$ cat src/rtl/h14rx_period_tracker.sv
// rtl/h14rx_period_tracker.sv - HDMI 1.4 sink TMDS period classifier and data-island packet framer
// Defining H14RX_PERIOD_STATS_EN adds saturating err_count/packet_count outputs and the stats_clr input.
package h14rx_pkg;
  typedef enum logic [2:0] {
    Control            = 3'd0,
    VideoPreamble      = 3'd1,
    DataIslandPreamble = 3'd2,
    VideoGuard         = 3'd3,
    DataIslandGuard    = 3'd4,
    VideoActive        = 3'd5,
    DataIslandActive   = 3'd6
  } period_t;
endpackage

module h14rx_period_tracker #(
  parameter int MinPreamble = 8,
  parameter int MaxPackets  = 18
) (
  input  logic               clk,
  input  logic               rst_n,
`ifdef H14RX_PERIOD_STATS_EN
  input  logic               stats_clr,
  output logic [15:0]        err_count,
  output logic [15:0]        packet_count,
`endif
  input  logic [2:0][9:0]    tmds,
  output logic [2:0][9:0]    tmds_q,
  output h14rx_pkg::period_t period,
  output logic               packet_start,
  output logic [4:0]         packet_idx,
  output logic [4:0]         packet_sym,
  output logic               err,
  output logic [1:0]         err_code
);
  import h14rx_pkg::*;

  localparam logic [9:0] Ctrl00 = 10'b1101010100;
  localparam logic [9:0] Ctrl01 = 10'b0010101011;
  localparam logic [9:0] Ctrl10 = 10'b0101010100;
  localparam logic [9:0] Ctrl11 = 10'b1010101011;
  localparam logic [9:0] GuardA = 10'b1011001100;
  localparam logic [9:0] GuardB = 10'b0100110011;

  localparam logic [1:0] ErrShortPre = 2'd0;
  localparam logic [1:0] ErrGuardLen = 2'd1;
  localparam logic [1:0] ErrOverrun  = 2'd2;
  localparam logic [1:0] ErrTrunc    = 2'd3;

  typedef enum logic [2:0] {
    StCtrl    = 3'd0,
    StVGuard  = 3'd1,
    StVAct    = 3'd2,
    StDLGuard = 3'd3,
    StDAct    = 3'd4,
    StDTGuard = 3'd5
  } state_t;

  function automatic logic isCtrlTok(input logic [9:0] s);
    return (s == Ctrl00) || (s == Ctrl01) || (s == Ctrl10) || (s == Ctrl11);
  endfunction

  logic isVp, isDp, isVgb, isDgb, allCtrl;

  assign isVp    = (tmds[1] == Ctrl01) && (tmds[2] == Ctrl00);
  assign isDp    = (tmds[1] == Ctrl01) && (tmds[2] == Ctrl01);
  assign isVgb   = (tmds[0] == GuardA) && (tmds[1] == GuardB) && (tmds[2] == GuardA);
  assign isDgb   = (tmds[1] == GuardB) && (tmds[2] == GuardB);
  assign allCtrl = isCtrlTok(tmds[0]) && isCtrlTok(tmds[1]) && isCtrlTok(tmds[2]);

  // Preamble run: length of the current streak and whether it is a DI (vs video) streak.
  logic [3:0] run, runNext;
  logic       runIsDp, runIsDpNext;

  always_comb begin
    runNext     = 4'd0;
    runIsDpNext = runIsDp;
    if (isVp || isDp) begin
      runIsDpNext = isDp;
      if (run == 4'd0 || runIsDp != isDp) begin
        runNext = 4'd1;
      end else if (run != 4'd15) begin
        runNext = run + 4'd1;
      end else begin
        runNext = run;
      end
    end
  end

  logic vpReady, dpReady;
  assign vpReady = !runIsDp && (run >= 4'(MinPreamble));
  assign dpReady =  runIsDp && (run >= 4'(MinPreamble));

  state_t     state, stateNext;
  logic       secondGuard, secondGuardNext;
  logic [4:0] symInc;
  logic       atBoundary, lastPacket;

  assign symInc     = packet_sym + 5'd1;
  assign atBoundary = (symInc == 5'd0);
  assign lastPacket = (packet_idx == 5'(MaxPackets - 1));

  period_t    periodNext;
  logic       errNext, startNext;
  logic [1:0] errCodeNext;
  logic [4:0] idxNext, symNext;

  always_ff @(posedge clk) begin
    if (!rst_n) begin
      state        <= StCtrl;
      secondGuard  <= 1'b0;
      run          <= 4'd0;
      runIsDp      <= 1'b0;
      tmds_q       <= '0;
      period       <= Control;
      packet_start <= 1'b0;
      packet_idx   <= 5'd0;
      packet_sym   <= 5'd0;
      err          <= 1'b0;
      err_code     <= 2'd0;
    end else begin
      state        <= stateNext;
      secondGuard  <= secondGuardNext;
      run          <= runNext;
      runIsDp      <= runIsDpNext;
      tmds_q       <= tmds;
      period       <= periodNext;
      packet_start <= startNext;
      packet_idx   <= idxNext;
      packet_sym   <= symNext;
      err          <= errNext;
      err_code     <= errCodeNext;
    end
  end

  // Guard states are entered on the first guard symbol; secondGuard marks that both were seen.
  always_comb begin
    stateNext       = state;
    secondGuardNext = 1'b0;
    case (state)
      StCtrl: begin
        if (isVgb && vpReady) begin
          stateNext = StVGuard;
        end else if (isDgb && dpReady) begin
          stateNext = StDLGuard;
        end
      end
      StVGuard: begin
        if (!secondGuard) begin
          if (isVgb) begin
            secondGuardNext = 1'b1;
          end else begin
            stateNext = StCtrl;
          end
        end else if (isVgb || allCtrl) begin
          stateNext = StCtrl;
        end else begin
          stateNext = StVAct;
        end
      end
      StVAct: begin
        if (allCtrl) begin
          stateNext = StCtrl;
        end
      end
      StDLGuard: begin
        if (!secondGuard) begin
          if (isDgb) begin
            secondGuardNext = 1'b1;
          end else begin
            stateNext = StCtrl;
          end
        end else if (isDgb || allCtrl) begin
          stateNext = StCtrl;
        end else begin
          stateNext = StDAct;
        end
      end
      StDAct: begin
        if (!atBoundary) begin
          if (isDgb || allCtrl) begin
            stateNext = StCtrl;
          end
        end else if (isDgb) begin
          stateNext = StDTGuard;
        end else if (allCtrl || lastPacket) begin
          stateNext = StCtrl;
        end
      end
      StDTGuard: stateNext = StCtrl;
      default:   stateNext = StCtrl;
    endcase
  end

  always_comb begin
    periodNext  = Control;
    errNext     = 1'b0;
    errCodeNext = err_code;
    startNext   = 1'b0;
    idxNext     = packet_idx;
    symNext     = packet_sym;
    case (state)
      StCtrl: begin
        if (isVp) begin
          periodNext = VideoPreamble;
        end else if (isDp) begin
          periodNext = DataIslandPreamble;
        end else if (isVgb) begin
          if (vpReady) begin
            periodNext = VideoGuard;
          end else begin
            errNext     = 1'b1;
            errCodeNext = ErrShortPre;
          end
        end else if (isDgb) begin
          if (dpReady) begin
            periodNext = DataIslandGuard;
          end else begin
            errNext     = 1'b1;
            errCodeNext = ErrShortPre;
          end
        end
      end
      StVGuard: begin
        if (!secondGuard) begin
          if (isVgb) begin
            periodNext = VideoGuard;
          end else begin
            errNext     = 1'b1;
            errCodeNext = ErrGuardLen;
          end
        end else if (isVgb) begin
          errNext     = 1'b1;
          errCodeNext = ErrGuardLen;
        end else if (!allCtrl) begin
          periodNext = VideoActive;
        end
      end
      StVAct: begin
        if (!allCtrl) begin
          periodNext = VideoActive;
        end
      end
      StDLGuard: begin
        if (!secondGuard) begin
          if (isDgb) begin
            periodNext = DataIslandGuard;
          end else begin
            errNext     = 1'b1;
            errCodeNext = ErrGuardLen;
          end
        end else if (isDgb || allCtrl) begin
          errNext     = 1'b1;
          errCodeNext = ErrGuardLen;
        end else begin
          periodNext = DataIslandActive;
          startNext  = 1'b1;
          idxNext    = 5'd0;
          symNext    = 5'd0;
        end
      end
      StDAct: begin
        if (!atBoundary) begin
          if (isDgb || allCtrl) begin
            errNext     = 1'b1;
            errCodeNext = ErrTrunc;
          end else begin
            periodNext = DataIslandActive;
            symNext    = symInc;
          end
        end else if (isDgb) begin
          periodNext = DataIslandGuard;
        end else if (allCtrl) begin
          errNext     = 1'b1;
          errCodeNext = ErrGuardLen;
        end else if (lastPacket) begin
          errNext     = 1'b1;
          errCodeNext = ErrOverrun;
        end else begin
          periodNext = DataIslandActive;
          startNext  = 1'b1;
          idxNext    = packet_idx + 5'd1;
          symNext    = 5'd0;
        end
      end
      StDTGuard: begin
        if (isDgb) begin
          periodNext = DataIslandGuard;
        end else begin
          errNext     = 1'b1;
          errCodeNext = ErrGuardLen;
        end
      end
      default: ;
    endcase
  end

`ifdef H14RX_PERIOD_STATS_EN
  always_ff @(posedge clk) begin
    if (!rst_n || stats_clr) begin
      err_count    <= 16'd0;
      packet_count <= 16'd0;
    end else begin
      if (errNext && err_count != 16'hFFFF) begin
        err_count <= err_count + 16'd1;
      end
      if (startNext && packet_count != 16'hFFFF) begin
        packet_count <= packet_count + 16'd1;
      end
    end
  end
`endif

endmodule

$ cat config.mk
export PLATFORM = sky130hd
export DESIGN_NAME = h14rx_period_tracker
export DESIGN_NICKNAME = d
export VERILOG_FILES = /design/src/rtl/h14rx_period_tracker.sv
export SDC_FILE = /design/constraint.sdc
export NUM_CORES = 1
export LEC_CHECK = 0
export BUFFER_PORTS_ARGS = -buffer_cell sky130_fd_sc_hd__buf_2
export CORE_UTILIZATION = 54
export CTS_CLUSTER_DIAMETER = 80
export DETAILED_ROUTE_END_ITERATION = 10
export GPL_TIMING_DRIVEN = 0
export MAX_ROUTING_LAYER = met4
export PLACE_DENSITY_LB_ADDON = 0.25
export SYNTH_ARGS = -nofsm -noshare
export SYNTH_HDL_FRONTEND = slang
export SYNTH_SLANG_ARGS = --single-unit
$ cat constraint.sdc
create_clock -name clk -period 5.3 [get_ports clk]
set_input_delay 0.53 -clock clk [delete_from_list [all_inputs] [get_ports clk]]
set_output_delay 0.53 -clock clk [all_outputs]
set_load 0.005 [all_outputs]
==> out/metrics.cfg, run 1 <==
[worst_setup_path]
timing.rr.start = packet_sym[1]
crit_family = simple AND/OR/NAND/NOR gates
crit_chain = buf_2, nor4b_1, nand4_1, or2_2, ha_1, o21ai_0, o31ai_1, a2bb2oi_1, and4b_1, a21oi_1, a31o_1
setup.worst_path.class = in -> reg
cp_slowest_cell = nor4b_1
cp-start-kind = primary input
crit_path_start = tmds[16]
arrival_ns = 2.82
cp_slowest_stage_delay_ns = 0.45
worstPathRequired_ns = 5.53
cp-end-kind = register
worst-path-max-fanout = 5
critPathBufInv = 1

[cts]
cts_tree = done
cts.repair.resized = 0
clockRootBuffer = clkbuf_8
clock_latency_ns = 0.32
hold_buffers = 0
cts_buffer_depth = 2
post_cts_buffers = 0
cts_made_buffers = 5
path_clk_slew_ns = 0.11
clkSinkCount = 56
htreeDepth = 2

[pwr]
combPwrFrac_pct = 18.0
clockPowerShare_pct = 29.2
net-switching-power_uw = 246
internal_power_uw = 607
vdd_drop_max_mv = 0.250
power_density_nw_per_um2 = 260
p_leak_nw = 1.44
p_sw_share_pct = 28.8
power_uw = 852
seq_power_share_pct = 52.8

[logic_synthesis]
async_flop_share_pct = 0
synth_warnings = 0
synth_top_area_cell = dfxtp_1
synth_fp_nets = 344
netlist_area_um2 = 2720
synthCells = 305
ys.flop_type = dfxtp_1
ys_ff_latch = 56
synth_edf_count = 0
avgSynthCellArea_um2 = 8.93
synth_area_leaders = dfxtp_1, and2_1, and4bb_2
synth_cell_types = 60
synth_top_area_share_pct = 41.2
synth_seq_area_share_pct = 41.2

[floorplanning]
fp.dieH_um = 73.0
die-width_um = 73.0
num_rows = 25
initial_core_util_pct = 56.9
die_area_um2 = 5330
pin_count = 79
core-area_um2 = 4790

[sta]
worstMarginPinSlew_ns = 0.683
holdWs_ns = 0.411
hold_violations = 0
period_minus_slack_ns = 2.59
fin_crit_sh_pct = 48.8
max_slew_margin_pct = 54.0
setup_viol = 0
timing.fmax_ghz = 0.387
drv_slew = 0
rsz0062_at_grt = no
skew_ns = 0.00902
fin_tns_setup_ns = 0

[detailed_routing]
avgViaCountPerCell = 5.74
first_pass_iters = 5
antenna_left = 0
routedWlPerCell_um = 14.6
drt_iter0_drc = 231
wirelength_um = 6690
num_vias = 2622
drc = 0

[grt]
grt_max_degree = 19
grt_pass1_vias = 2375
grt_pass1_wl_um = 10900
antenna_found_initial = 0
grt_remaining_overflow = 0
grt_use_total_pct = 27.0

[placement]
place_area_um2 = 3190
gp_congestion = 0.900
io_buffers = 77
dpl.hpwl_um = 5060

[flow_run]
maxCapViolations = 0

[finish]
fin_area_um2 = 3280
nets = 428
areaGrowthSynthToFinish_pct = 20.6
antenna_cells = 0
drive_gt1_share_pct = 28.2

[hold_path]
hp-start = tmds[9]
hp-class = in -> reg

[outcome]
status = finished, final reports clean

==> worst reg2reg max path, delay by kind of cell, from the launching register on <==
kind,cells,cell delay (ns)
xor gates and xnor gates,1,0.16
DFF,1,0.37
and+or+nand+nor,3,0.50
AOI/OAI and AO/OA,3,1.11
==> worst paths after layout <==
check / to / slack, ns / depth (start not counted)
setup / recovery: err_code[1] / 2.71 / 11
hold reg to reg: err_code[0] / 0.55 / 1
hold / removal: tmds_q[9] / 0.41 / 2
setup reg to reg: packet_idx[3] / 3.03 / 7
==> final cells by class <==
class,instances,area [µm²]
fill,422,1500
clock buffer,5,68.8
multi-input combinational,225,1500
clock inverter,3,22.5
inverter,10,37.5
buffer,14,68.8
tap,67,83.8
timing repair buffer,77,385
sequential,56,1120
==> power by group through the flow <==
stage | Clock [mW] | Combinational, mW | Sequential, mW
after floorplan | 0 | 0.0919 | 0.461
final | 0.249 | 0.154 | 0.450
after detailed placement | 0 | 0.149 | 0.460
after global placement | 0 | 0.147 | 0.459
after CTS | 0.247 | 0.150 | 0.450
after global routing | 0.264 | 0.168 | 0.453
==> sequential cells by signal (all words and copies together), names as in the netlist <==
name	cells
period	3
secondGuard	1
packet_sym	5
run	4
packet_idx	5
packet_start	1
tmds_q	30
err	1
state	3
runIsDp	1
err_code	2
==> per-stage QoR <==
step,worst slack (ns),utilization (%),instances
3_5_place_dp,2.43,66.7,449
6_report,2.71,68.6,457
4_1_cts,2.75,68.6,457
5_1_grt,2.54,68.6,457
3_3_place_gp,2.43,66.7,449
2_1_floorplan,2.85,-,305
==> synth_stat cells, drive strengths merged, types with 7 or more instances <==
cell type and number:
nor2 21, nand2 23, inv 10, and4bb 7, nand3 11, dfxtp 56, a21oi 11, nand4 9
clkbuf 9, o21ai 18, ha 7, and2 33
==> layout by cell type, fill, tap and decap left out, drive strengths merged, types with 2 or more instances in the layout <==
master,n
a21boi,3
nor3b,3
nor4b,3
inv,11
xor2,4
mux2i,2
and4b,2
nand4,9
o21ai,18
a21oi,11
a41o,2
nor3,5
o211ai,4
and2,33
buf,82
nand3b,3
a31oi,4
xnor2,3
nor2b,4
clkinv,2
nand2,23
nand2b,3
dfxtp,56
nand4b,3
clkbuf,14
or3,4
or2,5
nor2,21
and4bb,7
nand3,11
a2bb2oi,2
o211a,3
ha,7
nor4,2
==> kinds of logic after synthesis <==
family | count (synthesis) | synth area share [%]
flops | 56 | 41.2
buf+inv | 24 | 3.90
compound gates | 60 | 15.3
xor+xnor | 7 | 2.25
simple gates | 149 | 33.4
mux | 2 | 0.735
fa+ha+maj | 7 | 3.22
==> metal layers <==
layer | track usage (%) | share of wire [%] | up-vias
li1 | - | - | 1256
met1 | 33.5 | 43 | 1247
met2 | 45.2 | 49 | 111
met3 | 4.83 | 6.0 | 8
met4 | 6.97 | 1.1 | 0
met5 | - | 0 | -
No activity file was read; power rests on OpenSTA's default activity.
==> inputs of run 2 (changes only) <==
Settings changed: ABC_AREA from default to 1, CORE_UTILIZATION 54 to 49.
Clock period 5.3 ns to 2.1 ns, I/O delays scaled along.
==> out/metrics.cfg, run 2 <==
[outcome]
status = finished, final reports clean

[worst_setup_path]
arrival_ns = 2.14
crit_family = simple AND/OR/NAND/NOR gates
cp_slowest_stage_delay_ns = 0.43
reg2reg_depth = 12
cp-start-kind = register
cp_slowest_cell = dfxtp_1
timing.rr.start = packet_sym[0]
setup.worst_path.class = reg -> reg
cp-end-kind = register
reg2reg_to = packet_idx[1]
worst-path-max-fanout = 8
worstPathRequired_ns = 2.29
critPathBufInv = 1
r2r_setup_slack_ns = 0.15
crit_chain = ha_1, nand2_2, o21ai_2, nand2_2, nor2_4, inv_2, nor2_8, nand3_4, nand2_4, o21ai_0, o21ai_0, nor2_1

[logic_synthesis]
synth_area_leaders = dfxtp_1, nand2_1, inv_1
synth_warnings = 0
synth_seq_area_share_pct = 34.6
synth_cell_types = 35
synth_fp_nets = 529
synth_top_area_share_pct = 34.6
synth.most_common_cell = nand2_1
avgSynthCellArea_um2 = 6.62
synth_top_area_cell = dfxtp_1
netlist_area_um2 = 3240
ys_ff_latch = 56
synth_commonest_cells = nand2_1, inv_1, nor2_1
ys.flop_type = dfxtp_1
async_flop_share_pct = 0
synthCells = 490
synth_edf_count = 0

[cts]
htreeDepth = 2
cts_made_buffers = 5
clockRootBuffer = clkbuf_8
clock_latency_ns = 0.31
cts_tree = done
cts_buffer_depth = 2
clkSinkCount = 56
path_clk_slew_ns = 0.10

[grt]
grt_pass1_vias = 2855
grt_pass1_wl_um = 12800
grt_remaining_overflow = 0
grt_max_degree = 17
grt_use_total_pct = 23.4
antenna_found_initial = 0

[sta]
period_minus_slack_ns = 1.95
timing.fmax_ghz = 0.513
fin_crit_sh_pct = 92.9
rsz0062_at_grt = no
skew_ns = 0.00547
hold_violations = 0
fin_tns_setup_ns = 0
worstMarginPinSlew_ns = 0.550
max_slew_margin_pct = 63.3
drv_slew = 0
setup_viol = 0

[floorplanning]
core-area_um2 = 6390
fp.dieH_um = 83.4
num_rows = 29
pin_count = 79
initial_core_util_pct = 50.8
die_area_um2 = 6950
die-width_um = 83.4

[pwr]
p_leak_nw = 2.11
power_mw = 1.87
power_density_nw_per_um2 = 488
vdd_drop_max_mv = 0.373

[finish]
largest_reg_flops = 30
final_cell_mix = nand2_1, inv_1, buf_2, nor2_1, dfxtp_1
regMostFlops = tmds_q
finish.utilization_pct = 60.0
antenna_cells = 0
areaGrowthSynthToFinish_pct = 18.1
nets = 616
fin_area_um2 = 3830
reg_top3 = tmds_q x30, packet_idx x5, packet_sym x5
final_common_cell = nand2_1
drive_gt1_share_pct = 24.4
fillCellCount = 640

[detailed_routing]
first_pass_iters = 4
routedWlPerCell_um = 11.4
drc = 0
drt_iter0_drc = 137
num_vias = 3102
avgViaCountPerCell = 4.74
wirelength_um = 7480
antenna_left = 0

[placement]
place_area_um2 = 3730
gp_congestion = 0.914
io_buffers = 78
dpl.hpwl_um = 6000

[hold_path]
hold-path-endpoint = tmds_q[16]
hold_depth = 3
hp-class = in -> reg
hp-start = tmds[16]

[flow_run]
maxCapViolations = 0

[run 2: metrics by stage]
stage	std cells	setup WS, ns	hold slack, ns
finish	654	0.149	0.0898
global route	654	0.0122	0.0894
CTS	652	0.165	0.0849
detailed placement	645	-0.120	0.410
global placement	645	-0.0930	0.405
floorplan	490	0.324	0.303
[run 2: routing by layer]
| layer | vias to the layer above | global-route usage, % | share of wire, % |
|---|---|---|---|
| met5 | - | - | 0 |
| met4 | 0 | 9.09 | 1.4 |
| met3 | 11 | 3.78 | 4.2 |
| met2 | 66 | 35.9 | 44 |
| met1 | 1350 | 30.9 | 50 |
| li1 | 1675 | - | - |
[run 2: final cells by class]
type                       instances  area, µm²  area share, %
sequential                        56       1120           29.3
buffer                             5       20.0          0.522
timing repair buffer              80        405           10.6
clock inverter                     2       12.5          0.326
inverter                         107        407           10.6
tap                               77       96.3           2.51
multi-input combinational        322       1700           44.4
clock buffer                       5       68.8           1.80
[run 2: repair_timing]
item / in CTS / in global routing
gates resized for setup: 0 / 2
setup endpoints to repair: 0 / 2
hold buffers: 0 / 0
setup buffers: 0 / 2
endpoints found under the hold margin: 0 / 0
[run 2: power by group]
group          internal, mW  switching (mW)
Clock                 0.227           0.349
Combinational        0.0745           0.121
Sequential             1.09         0.00581
Total                  1.39           0.476
[run 2: worst max-delay path by stage]
stage	cells after the start	slack, ns	end	from
2_1_floorplan	16	0.32	err_code[1]	tmds[16]
3_3_place_gp	16	-0.09	err_code[0]	tmds[16]
3_5_place_dp	17	-0.12	err_code[0]	tmds[16]
4_1_cts	12	0.17	packet_idx[1]	packet_sym[0]
5_1_grt	12	0.01	packet_idx[1]	packet_sym[0]
6_report	12	0.15	packet_idx[1]	packet_sym[0]
[run 2: kinds of logic after synthesis]
| kind of cell | Yosys count | synth area share (%) |
|---|---|---|
| xor+xnor | 4 | 1.08 |
| buf+inv | 112 | 13.2 |
| fa+ha+maj | 7 | 2.70 |
| simple gates | 278 | 42.4 |
| compound gates | 33 | 6.09 |
| flops | 56 | 34.6 |
[run 2: worst min-delay path: stages]
cell,delay [ns]
buf_2,0.08
nand2_1,0.04
inv_1,0.04
